--- config.mk ---
export PLATFORM = sky130hd
export DESIGN_NAME = vr_broadcast_sched
export DESIGN_NICKNAME = d
export VERILOG_FILES = /design/src/rtl/vr_broadcast_sched.sv
export SDC_FILE = /design/constraint.sdc
export NUM_CORES = 1
export LEC_CHECK = 0
export BUFFER_PORTS_ARGS = -buffer_cell sky130_fd_sc_hd__buf_4
export CAP_MARGIN = 30
export CORE_ASPECT_RATIO = 1.1
export CORE_MARGIN = 5
export CORE_UTILIZATION = 43
export CTS_CLUSTER_DIAMETER = 40
export CTS_CLUSTER_SIZE = 20
export DETAILED_ROUTE_END_ITERATION = 16
export PLACE_DENSITY = 0.76
export SLEW_MARGIN = 15
export SYNTH_ARGS = -nofsm -noshare
export SYNTH_HDL_FRONTEND = slang
export SYNTH_SLANG_ARGS = --single-unit
--- constraint.sdc ---
create_clock -name clk -period 3.25 [get_ports clk]
set_clock_uncertainty 0.15 [all_clocks]
set_input_delay 0.4875 -clock clk [delete_from_list [all_inputs] [get_ports clk]]
set_output_delay 0.4875 -clock clk [all_outputs]
set_load 0.005 [all_outputs]
--- src/rtl/vr_broadcast_sched.sv ---
// vr_broadcast_sched: sequences one VR broadcast (StartViewChange, DoViewChange, ...)
// by issuing one send request per peer replica and skipping the local index.
// The number of issued-but-uncompleted sends is bounded. Completions are counted,
// and the requesting engine controller sees "done" when broadcast_rdy returns high.

package beehive_vr_pkg;
    typedef logic [3:0] msg_type;
endpackage

module vr_broadcast_sched
    import beehive_vr_pkg::*;
#(
    parameter int MAX_REPLICAS  = 8,
    parameter int REPLICA_IDX_W = 3,
    parameter int MAX_INFLIGHT  = 2,
    parameter int VIEW_W        = 64
) (
    input  logic                     clk,
    input  logic                     rst,
    input  logic                     start_broadcast,
    output logic                     broadcast_rdy,
    input  logic [REPLICA_IDX_W:0]   cfg_num_replicas,
    input  logic [REPLICA_IDX_W-1:0] cfg_my_idx,
    input  logic [VIEW_W-1:0]        start_view,
    input  msg_type                  start_msg_type,
    output logic                     send_req_val,
    input  logic                     send_req_rdy,
    output logic [REPLICA_IDX_W-1:0] send_req_dst_idx,
    output logic [VIEW_W-1:0]        send_req_view,
    output msg_type                  send_req_msg_type,
    input  logic                     send_done_val,
    output logic [REPLICA_IDX_W:0]   bcast_sent_cnt,
    output logic                     bcast_err
);

    localparam int CNT_W = REPLICA_IDX_W + 1;
    localparam int INF_W = $clog2(MAX_INFLIGHT + 1);
    localparam logic [CNT_W-1:0] NUM_MAX = CNT_W'(MAX_REPLICAS);
    localparam logic [INF_W-1:0] INF_MAX = INF_W'(MAX_INFLIGHT);

    typedef enum logic [1:0] {
        ST_IDLE   = 2'd0,
        ST_ISSUE  = 2'd1,
        ST_DRAIN  = 2'd2,
        ST_FINISH = 2'd3
    } state_e;

    // Registered state. The destination index is one bit wider than a replica
    // index so that "past the last replica" (== num) can be represented.
    state_e                   state_r;
    logic [CNT_W-1:0]         dst_r;
    logic [CNT_W-1:0]         num_r;
    logic [REPLICA_IDX_W-1:0] my_idx_r;
    logic [VIEW_W-1:0]        view_r;
    msg_type                  type_r;
    logic [INF_W-1:0]         inflight_r;
    logic [CNT_W-1:0]         sent_cnt_r;
    logic                     err_r;
    logic                     val_r;
    logic                     rdy_r;

    // Next-state values.
    state_e                   state_n_s;
    logic [CNT_W-1:0]         dst_n_s;
    logic [CNT_W-1:0]         num_n_s;
    logic [REPLICA_IDX_W-1:0] my_idx_n_s;
    logic [VIEW_W-1:0]        view_n_s;
    msg_type                  type_n_s;
    logic [INF_W-1:0]         inflight_n_s;
    logic [CNT_W-1:0]         sent_cnt_n_s;
    logic [CNT_W-1:0]         first_dst_s;
    logic [CNT_W-1:0]         start_num_s;
    logic                     accept_s;
    logic                     done_ok_s;
    logic                     stray_s;

    // Cluster size is clamped to what the scheduler can address.
    function automatic logic [CNT_W-1:0] clamp_num(input logic [CNT_W-1:0] n);
        if (n > NUM_MAX) begin
            return NUM_MAX;
        end else begin
            return n;
        end
    endfunction

    // Advance to the next destination, skipping the local replica.
    function automatic logic [CNT_W-1:0] step_dst(input logic [CNT_W-1:0] cur,
                                                  input logic [REPLICA_IDX_W-1:0] me);
        logic [CNT_W-1:0] nxt;
        nxt = cur + CNT_W'(1);
        if (nxt == {1'b0, me}) begin
            return cur + CNT_W'(2);
        end else begin
            return nxt;
        end
    endfunction

    // Handshake decode: a completion is only valid while something is in flight.
    always_comb begin
        accept_s    = val_r & send_req_rdy;
        done_ok_s   = send_done_val & (inflight_r != INF_W'(0));
        stray_s     = send_done_val & (inflight_r == INF_W'(0));
        first_dst_s = (cfg_my_idx == REPLICA_IDX_W'(0)) ? CNT_W'(1) : CNT_W'(0);
        start_num_s = clamp_num(cfg_num_replicas);
    end

    // In-flight accounting: accept and completion in one cycle cancel out.
    always_comb begin
        inflight_n_s = inflight_r;
        case ({accept_s, done_ok_s})
            2'b10:   inflight_n_s = inflight_r + INF_W'(1);
            2'b01:   inflight_n_s = inflight_r - INF_W'(1);
            default: inflight_n_s = inflight_r;
        endcase
    end

    // Broadcast sequencing: latch at start, walk destinations, drain, finish.
    always_comb begin
        state_n_s    = state_r;
        dst_n_s      = dst_r;
        num_n_s      = num_r;
        my_idx_n_s   = my_idx_r;
        view_n_s     = view_r;
        type_n_s     = type_r;
        sent_cnt_n_s = sent_cnt_r;
        case (state_r)
            ST_IDLE: begin
                if (start_broadcast) begin
                    num_n_s      = start_num_s;
                    my_idx_n_s   = cfg_my_idx;
                    view_n_s     = start_view;
                    type_n_s     = start_msg_type;
                    sent_cnt_n_s = CNT_W'(0);
                    dst_n_s      = first_dst_s;
                    if (first_dst_s >= start_num_s) begin
                        state_n_s = ST_FINISH;
                    end else begin
                        state_n_s = ST_ISSUE;
                    end
                end else begin
                    state_n_s = ST_IDLE;
                end
            end
            ST_ISSUE: begin
                if (accept_s) begin
                    dst_n_s      = step_dst(dst_r, my_idx_r);
                    sent_cnt_n_s = sent_cnt_r + CNT_W'(1);
                    if (step_dst(dst_r, my_idx_r) >= num_r) begin
                        state_n_s = ST_DRAIN;
                    end else begin
                        state_n_s = ST_ISSUE;
                    end
                end else begin
                    state_n_s = ST_ISSUE;
                end
            end
            ST_DRAIN: begin
                if (inflight_n_s == INF_W'(0)) begin
                    state_n_s = ST_FINISH;
                end else begin
                    state_n_s = ST_DRAIN;
                end
            end
            ST_FINISH: begin
                state_n_s = ST_IDLE;
            end
            default: begin
                state_n_s = ST_IDLE;
            end
        endcase
    end

    // State and registered outputs; valid/ready derive from next state only.
    always_ff @(posedge clk) begin
        if (rst) begin
            state_r    <= ST_IDLE;
            dst_r      <= CNT_W'(0);
            num_r      <= CNT_W'(0);
            my_idx_r   <= REPLICA_IDX_W'(0);
            view_r     <= VIEW_W'(0);
            type_r     <= msg_type'(4'd0);
            inflight_r <= INF_W'(0);
            sent_cnt_r <= CNT_W'(0);
            err_r      <= 1'b0;
            val_r      <= 1'b0;
            rdy_r      <= 1'b1;
        end else begin
            state_r    <= state_n_s;
            dst_r      <= dst_n_s;
            num_r      <= num_n_s;
            my_idx_r   <= my_idx_n_s;
            view_r     <= view_n_s;
            type_r     <= type_n_s;
            inflight_r <= inflight_n_s;
            sent_cnt_r <= sent_cnt_n_s;
            err_r      <= err_r | stray_s;
            val_r      <= (state_n_s == ST_ISSUE) && (inflight_n_s < INF_MAX);
            rdy_r      <= (state_n_s == ST_IDLE);
        end
    end

    assign broadcast_rdy     = rdy_r;
    assign send_req_val      = val_r;
    assign send_req_dst_idx  = dst_r[REPLICA_IDX_W-1:0];
    assign send_req_view     = view_r;
    assign send_req_msg_type = type_r;
    assign bcast_sent_cnt    = sent_cnt_r;
    assign bcast_err         = err_r;

endmodule

# [Word-level counts from Yosys, hierarchy flattened]
# Index checks and enable logic that the tools add are counted.
[word_totals] ff_bits=90 latchBits=0 ramBits=0 mem_bits_ro=0 inputBits=80 output_inout_bits=78 wordCells=60 memories=0
[op_classes] add_sub_neg=5 mul=0 div=0 order_cmp=4 eq_ne=9 n_shift=0 n_mux=17 n_bitwise=4 n_reduce_logical=10
[ops] operator="$mux W4" count=7
[ops] operator="$pmux W4 S2" count=2
[ops] operator="$add A4 B1 Y4 const B" count=2
[ops] operator="$logic_not A2 Y1" count=4
[ops] operator="$mux W2" count=4
[ops] operator="$pmux W2 S4" count=1
[ops] operator="$eq A2 B1 Y1 const B" count=3
[ops] operator="$eq A2 B2 Y1 const B" count=3
[ops] operator="$add A4 B2 Y4 const B" count=1
[ops] operator="$eq A4 B3 Y1" count=1
[ops] operator="$ge A1 B4 Y1" count=1
[ops] operator="$ge A4 B4 Y1" count=1
[ops] operator="$gt A4 B4 Y1 const B" count=1
[ops] operator="$ne A2 B2 Y1 const B" count=2
[ops] operator="$pmux W2 S2" count=1
[ops] operator="$reduce_bool A2 Y1" count=2
[ops] operator="$and A1 B1 Y1" count=3
[ops] operator="$logic_not A3 Y1" count=1
[ops] operator="$reduce_and A3 Y1" count=1
[ops] operator="$add A2 B1 Y2 const B" count=1
[ops] operator="$lt A2 B2 Y1 const B" count=1
[ops] operator="$mux W1" count=2
[ops] operator="$reduce_and A2 Y1" count=1
[ops] operator="$sub A2 B1 Y2 const B" count=1
[ops] operator="2 further kinds" count=2

# [Longest topological paths before layout]
# Gate-level depths: netlist (run 1).
[depth] depth_word=11 ltp_mapped=10

# [Worst setup path after synthesis (run 1)]
# No wires, ideal clock.
[synth_timing] path_kind="register -> register" start="register dst_r[1]" end="register val_r, in the netlist send_req_val" setup_time_ps=112 arrival_time_ps=2907 required_time_ps=2988 path_slack_ps=81 stages_incl_launch_ff=11 n_path_buf=0 path_cell_list="dfxtp_1 > ha_1 > or4b_4 > a31oi_4 > nand2_1 > xnor2_1 > ha_1 > nand2b_1 > a2111oi_1 > o31ai_1 > a2111oi_1"
[synth_via] elab_chain_cells=11 word_cells_on_any_way=12
[synth_rtl] element="from (decl)" line_no="51" source="logic [CNT_W-1:0] dst_r;"
[synth_rtl] element="from (signal assigned)" line_no="189" source="dst_r <= dst_n_s;"
[synth_rtl] element="$add A4 B1 Y4" line_no="90" source="nxt = cur + CNT_W'(1);"
[synth_rtl] element="$eq A4 B3 Y1" line_no="91" source="if (nxt == {1'b0, me}) begin"
[synth_rtl] element="$mux W4 (*)" line_no="91"
[synth_rtl] element="$mux W4 (*)" line_no="145" source="if (accept_s) begin"
[synth_rtl] element="$mux W4 (*)" line_no="126" source="case (state_r)"
[synth_rtl] element="$ge A4 B4 Y1 (*)" line_no="148" source="if (step_dst(dst_r, my_idx_r) >= num_r) begin"
[synth_rtl] element="$mux W2 (*)" line_no="148"
[synth_rtl] element="$mux W2 (*)" line_no="145"
[synth_rtl] element="$pmux W2 S4 (*)" line_no="126"
[synth_rtl] element="$eq A2 B1 Y1 (*)" line_no="197" source="val_r <= (state_n_s == ST_ISSUE) && (inflight_n_s < INF_MAX);"
[synth_rtl] element="$logic_and A1 B1 Y1 (*)" line_no="197"
[synth_rtl] element="to (signal assigned)" line_no="197"
[synth_rtl] element="to (decl)" line_no="59" source="logic val_r;"
# Every way passes the cells marked *; elsewhere a longest branch is shown, timed or not. The select of a mux whose other input is x is not followed.
# A chain may end at the register's enable or synchronous reset.

# [Final worst setup path (run 1)]
[layout_timing] start="register dst_r[2]" end="register val_r, in the netlist send_req_val"
# The elaborated chain is that of the path after synthesis.

==> results.cfg, run 1 <==
[run_status]
status = finished clean

[pwr]
ir_drop_uv = 307.9
p_per_area_nw_per_um2 = 505.6
finalPower_mw = 2.602
power_switching_share_pct = 26.99
power.share.sequential_pct = 47.5
comb_power_share_pct = 19.0
p_leak_nw = 2.244
switchingPower_uw = 702.5
power.share.clock_pct = 33.6
p_int_mw = 1.900

[timing]
slew_headroom_pct = 39.10
timing.fmax_mhz = 327.2
fin_crit_sh_pct = 94.04
setup_violations = 0
drv_slew = 0
period_minus_slack_ns = 3.056
finalHoldViolCount = 0
timing_worst_slew_pin_value_ns = 0.9135

[grt]
grt_max_degree = 54
first_global_vias = 3377
antenna_found_initial = 0
grt_use_total_pct = 18.36
grt_pass1_wl_um = 15860
overflow = 0

[critical_path]
cp.buffers_inverters = 0
r2r-start = dst_r[2]
crit_path_start_kind = flip-flop
r2r_cells = 10
cp_slowest_cell = or4b_4
path_cells = ha_2 -> or4b_4 -> a31oi_4 -> nand2_2 -> xnor2_1 -> ha_1 -> nand2b_1 -> a2111oi_4 -> o31ai_2 -> a2111oi_2
r2r_end = send_req_val
critPathRequiredTime_ns = 3.35
crit_path_max_fanout = 5
path_class = reg -> reg
r2r_slack_ns = 0.19
arrival_ns = 3.16
max_stage_delay_ns = 0.52
critPathCaptureType = flip-flop
path_delay_family = compound AO/OA/AOI/OAI gates

[yosys]
synth_nets = 539
synthCells = 450
synth_edf_count = 0
yosys_warnings = 0
synth_area_per_cell_um2 = 8.091
yosysTopAreaCell = dfxtp_1
synthFlopType = dfxtp_1
ys_seq_elements = 90
ys_types = 42
synth_top_area_share_pct = 49.48
synth.cell_area_um2 = 3641
synth-seq-area-share_pct = 49.48
synthTopCellsByArea = dfxtp_1 49%, nand2_1 16%, a21oi_1 12%
async_reset_ff_share_pct = 0

[clocking]
cts.reportedPaths.clkPinSlew_ns = 0.10
cts_tree = built
holdBufCountCts = 0
htreeDepth = 3
clkSinkCount = 90
root_buffer = clkbuf_8
post_cts_buffers = 0
numCtsBuffers = 9
clock_path_buffers = 2
clk-insertion-delay-late_ns = 0.34

[worst_hold_path]
whs_path_depth = 2
min_to = broadcast_rdy
hp-class = in -> reg
hp-start = start_broadcast

[route]
antenna_left = 0
avgRoutedWirePerCell_um = 14.08
vias = 3583
finalWirelength_um = 9980
first_iter_violations = 178
vias_per_cell = 5.054
drc = 0
drtPass1Iterations = 4

[layout]
syn_to_final_growth_pct = 41.37
final_cell_mix = 165 x buf_4, 153 x nand2_1, 90 x dfxtp_1
n_antenna_cell = 0
layoutNonFillerInstCount = 709
nets = 682
finalInstanceArea_um2 = 5147
layout_commonest_cell = buf_4
drive_gt1_share_pct = 32.11

[placed_design]
dp.cells = 693
place_area_um2 = 4880
io_buffers = 157
dp_hpwl_um = 7245
gp_congestion = 0.8548

[floorplan]
rows = 35
start_util_pct = 43.76
die_area_um2 = 10410
io_pins = 158
chipWidth_um = 97.74
die_h_um = 106.5
core_area_um2 = 8320

[flow_run]
max-cap-violations = 0
[metal layers]
layer | part of all wire (%) | up-vias | global-route usage (%)
met2 | 50 | 130 | 31.64
met1 | 39 | 1651 | 21.14
li1 | - | 1784 | -
met4 | 2.1 | 0 | 6.231
met5 | 0 | - | 0
met3 | 8.4 | 18 | 6.496
[worst reg2reg max path, stage by stage (launching register included)]
cell       delay [ns]
dfxtp_1          0.36
ha_2             0.22
or4b_4           0.52
a31oi_4          0.18
nand2_2          0.11
xnor2_1          0.18
ha_1             0.25
nand2b_1         0.17
a2111oi_4        0.35
o31ai_2          0.14
a2111oi_2        0.34
[flip-flops by register name (all words and copies together), names as in the netlist]
signal             cells
state_r                2
broadcast_rdy          1
send_req_view         64
bcast_sent_cnt         4
bcast_err              1
dst_r                  4
send_req_val           1
num_r                  4
my_idx_r               3
send_req_msg_type      4
inflight_r             2
[kinds of logic after synthesis]
kind of cell	Yosys count	synth area share [%]
fa+ha+maj	9	3.093
xor+xnor	9	2.165
buf+inv	37	4.399
mux	1	0.2749
simple gates	201	24.09
flops	90	49.48
compound gates	103	16.49
[cell type report]
cell class | count | area [µm²]
Clock buffer | 10 | 137.6
Tap cell | 111 | 138.9
Inverter | 4 | 15.01
Timing Repair Buffer | 165 | 1239
Clock inverter | 6 | 97.59
Sequential cell | 90 | 1802
Fill cell | 751 | 3173
Multi-Input combinational cell | 323 | 1718
[through the flow]
| stage | TNS, ns | hold slack [ns] | utilization, % | setup WS, ns |
|---|---|---|---|---|
| final | 0 | 0.2124 | 61.86 | 0.1936 |
| after global routing | -0.008034 | 0.1962 | 61.86 | -0.008034 |
| after CTS | 0 | 0.2052 | 61.53 | 0.03341 |
| after detailed placement | -0.03069 | 0.2974 | 58.65 | -0.03069 |
| after global placement | 0 | 0.2923 | 58.65 | 0.07468 |
| after floorplan | 0 | 0.2819 | - | 0.08103 |
[power by group through the flow]
stage / combinational, mW / sequential (mW) / clock [mW]
after floorplan: 0.246 / 1.25 / 0
after global placement: 0.468 / 1.26 / 0
after detailed placement: 0.481 / 1.26 / 0
after CTS: 0.486 / 1.24 / 0.892
after global routing: 0.546 / 1.25 / 0.956
final: 0.494 / 1.23 / 0.873
[worst max-delay path by stage]
stage | to | slack (ns) | cells past startpoint | start
after floorplan | send_req_val | 0.08 | 10 | dst_r[1]
after global placement | send_req_val | 0.07 | 10 | dst_r[2]
after detailed placement | send_req_val | -0.03 | 10 | dst_r[2]
after CTS | send_req_val | 0.03 | 10 | dst_r[2]
after global routing | send_req_val | -0.008 | 10 | dst_r[2]
final | send_req_val | 0.19 | 10 | dst_r[2]
[synth_stat cells, types with 3 or more instances]
library cell and instances:
buf_2 5, nand2_1 154, nor3_1 3, nand4b_1 3, nor2b_1 6, nand2b_1 4
buf_4 4, a21oi_1 84, clkbuf_1 24, or3_1 4, ha_1 9, dfxtp_1 90
nand3b_1 5, nand3_1 3, xnor2_1 3, xor2_1 6, inv_1 4, nor2_1 11
[what timing repair did]
item | in CTS | in global routing
pin swaps | 0 | 2
resized for setup | 1 | 5
endpoints found under the setup margin | 1 | 1
No activity file was read; power rests on OpenSTA's default activity.
==> run 2, diff against run 1 <==
--- a/config.mk
+++ b/config.mk
@@ -13,7 +13,7 @@
 export CTS_CLUSTER_DIAMETER = 40
 export CTS_CLUSTER_SIZE = 20
 export DETAILED_ROUTE_END_ITERATION = 16
-export PLACE_DENSITY = 0.76
+export PLACE_DENSITY = 0.77
 export SLEW_MARGIN = 15
 export SYNTH_ARGS = -nofsm -noshare
 export SYNTH_HDL_FRONTEND = slang
==> results.cfg, run 2 (same netlist as run 1, synthesis figures left out) <==
[run_status]
status = finished clean

[pwr]
finalPower_mw = 2.491
p_int_mw = 1.801
switchingPower_uw = 690.4
power_switching_share_pct = 27.71
p_per_area_nw_per_um2 = 486.6
power.share.clock_pct = 30.8
p_leak_nw = 2.227
power.share.sequential_pct = 49.6
comb_power_share_pct = 19.6
ir_drop_uv = 251.6

[critical_path]
critPathRequiredTime_ns = 3.35
cp_common_cell = ha_1
path_class = reg -> reg
crit_path_max_fanout = 4
cp_slowest_cell = or4b_4
r2r_end = send_req_val
r2r-start = dst_r[2]
r2r_slack_ns = 0.21
max_stage_delay_ns = 0.51
arrival_ns = 3.14
path_cells = ha_1 -> or4b_4 -> a31oi_4 -> nand2_2 -> xnor2_1 -> ha_1 -> nand2b_1 -> a2111oi_4 -> o31ai_1 -> a2111oi_1
r2r_cells = 10
critPathCaptureType = flip-flop
crit_start = dst_r[2]
crit_path_start_kind = flip-flop

[placed_design]
gp_congestion = 0.8339
dp_hpwl_um = 7160
io_buffers = 157
dp.cells = 694
dp_slack_ns = -0.01130

[timing]
fin_hold_ws_ns = 0.2070
setup_tns_ns = 0
timing_worst_slew_pin_value_ns = 0.9866
setup_violations = 0
rsz0062_at_grt = false
slew_headroom_pct = 34.23
timing.fmax_mhz = 328.6
period_minus_slack_ns = 3.043
fin_crit_sh_pct = 93.64
finalWorstSetupSlack_ns = 0.2066
drv_slew = 0
finalHoldViolCount = 0

[layout]
n_antenna_cell = 0
nets = 683
largest_reg_flops = 64
multi_input_area_um2 = 1705
syn_to_final_growth_pct = 40.62
drive_gt1_share_pct = 31.55
layout_commonest_cell = buf_4
fill_cells = 764
seq_area_um2 = 1802
final_cell_mix = 165 x buf_4, 153 x nand2_1, 90 x dfxtp_1
layoutNonFillerInstCount = 710

[route]
vias = 3558
avgRoutedWirePerCell_um = 13.96
drc = 0
finalWirelength_um = 9910
first_iter_violations = 157
vias_per_cell = 5.011
drtPass1Iterations = 4
antenna_left = 0

[clocking]
clkSinkCount = 90
cts_tree = built
root_buffer = clkbuf_8
cts.reportedPaths.clkPinSlew_ns = 0.09
clock_path_buffers = 2
numCtsBuffers = 9
clk-insertion-delay-late_ns = 0.35
htreeDepth = 3
holdBufCountCts = 0

[floorplan]
chipWidth_um = 97.74
rows = 35
die_area_um2 = 10410
start_util_pct = 43.76
io_pins = 158
core_area_um2 = 8320
die_h_um = 106.5

[worst_hold_path]
whs_path_depth = 2
min_to = broadcast_rdy
hp-class = in -> reg
hp-start = start_broadcast

[grt]
grt_max_degree = 96
antenna_found_initial = 0
grt_pass1_wl_um = 15830
overflow = 0
grt_use_total_pct = 18.48
first_global_vias = 3400

[flow_run]
max-cap-violations = 0
==> run 2: critical path, delay by kind of cell (launching register included) <==
family | cells | cell delay, ns
adders and majority gates | 2 | 0.48
and+or+nand+nor | 3 | 0.78
AOI/OAI and AO/OA | 4 | 1.00
xor gates and xnor gates | 1 | 0.13
DFF | 1 | 0.37
==> run 2: layout make-up <==
cell class | count | share of cell area (%)
Clock inverter | 6 | 1.417
Multi-Input combinational cell | 323 | 33.31
Clock buffer | 10 | 2.493
Timing Repair Buffer | 166 | 24.58
Sequential cell | 90 | 35.19
Inverter | 4 | 0.2933
Tap cell | 111 | 2.713
==> run 2: power groups by stage <==
stage	Clock [mW]	Combinational (mW)	Sequential, mW
3_5_place_dp	0	0.483	1.26
2_1_floorplan	0	0.246	1.25
6_report	0.767	0.488	1.24
4_1_cts	0.796	0.488	1.24
3_3_place_gp	0	0.466	1.26
5_1_grt	0.849	0.541	1.25
==> run 2: timing repair <==
item | in CTS | in global routing
gates cloned | 0 | 0
setup buffers | 0 | 0
setup endpoints to repair | 1 | 1
hold endpoints to repair | 0 | 0
pin swaps | 0 | 2
gates resized for setup | 1 | 2
==> run 2: worst max-delay path by stage <==
stage                   endpoint  slack, ns  depth (start not counted)
floorplan           send_req_val       0.08                         10
global placement    send_req_val       0.13                         10
detailed placement  send_req_val      -0.01                         10
CTS                 send_req_val       0.08                         10
global route        send_req_val       0.04                         10
finish              send_req_val       0.21                         10
==> run 2: metrics by stage <==
stage,util [%],instance area [µm²]
2_1_floorplan,-,3641
3_3_place_gp,58.65,4880
3_5_place_dp,58.89,4900
4_1_cts,61.35,5105
5_1_grt,61.53,5120
6_report,61.53,5120
==> run 2: layer usage <==
metal	track usage (%)	part of all wire [%]
met5	0	0
met4	7.715	2.7
met3	6.627	8.5
met2	30.95	49
met1	21.37	40
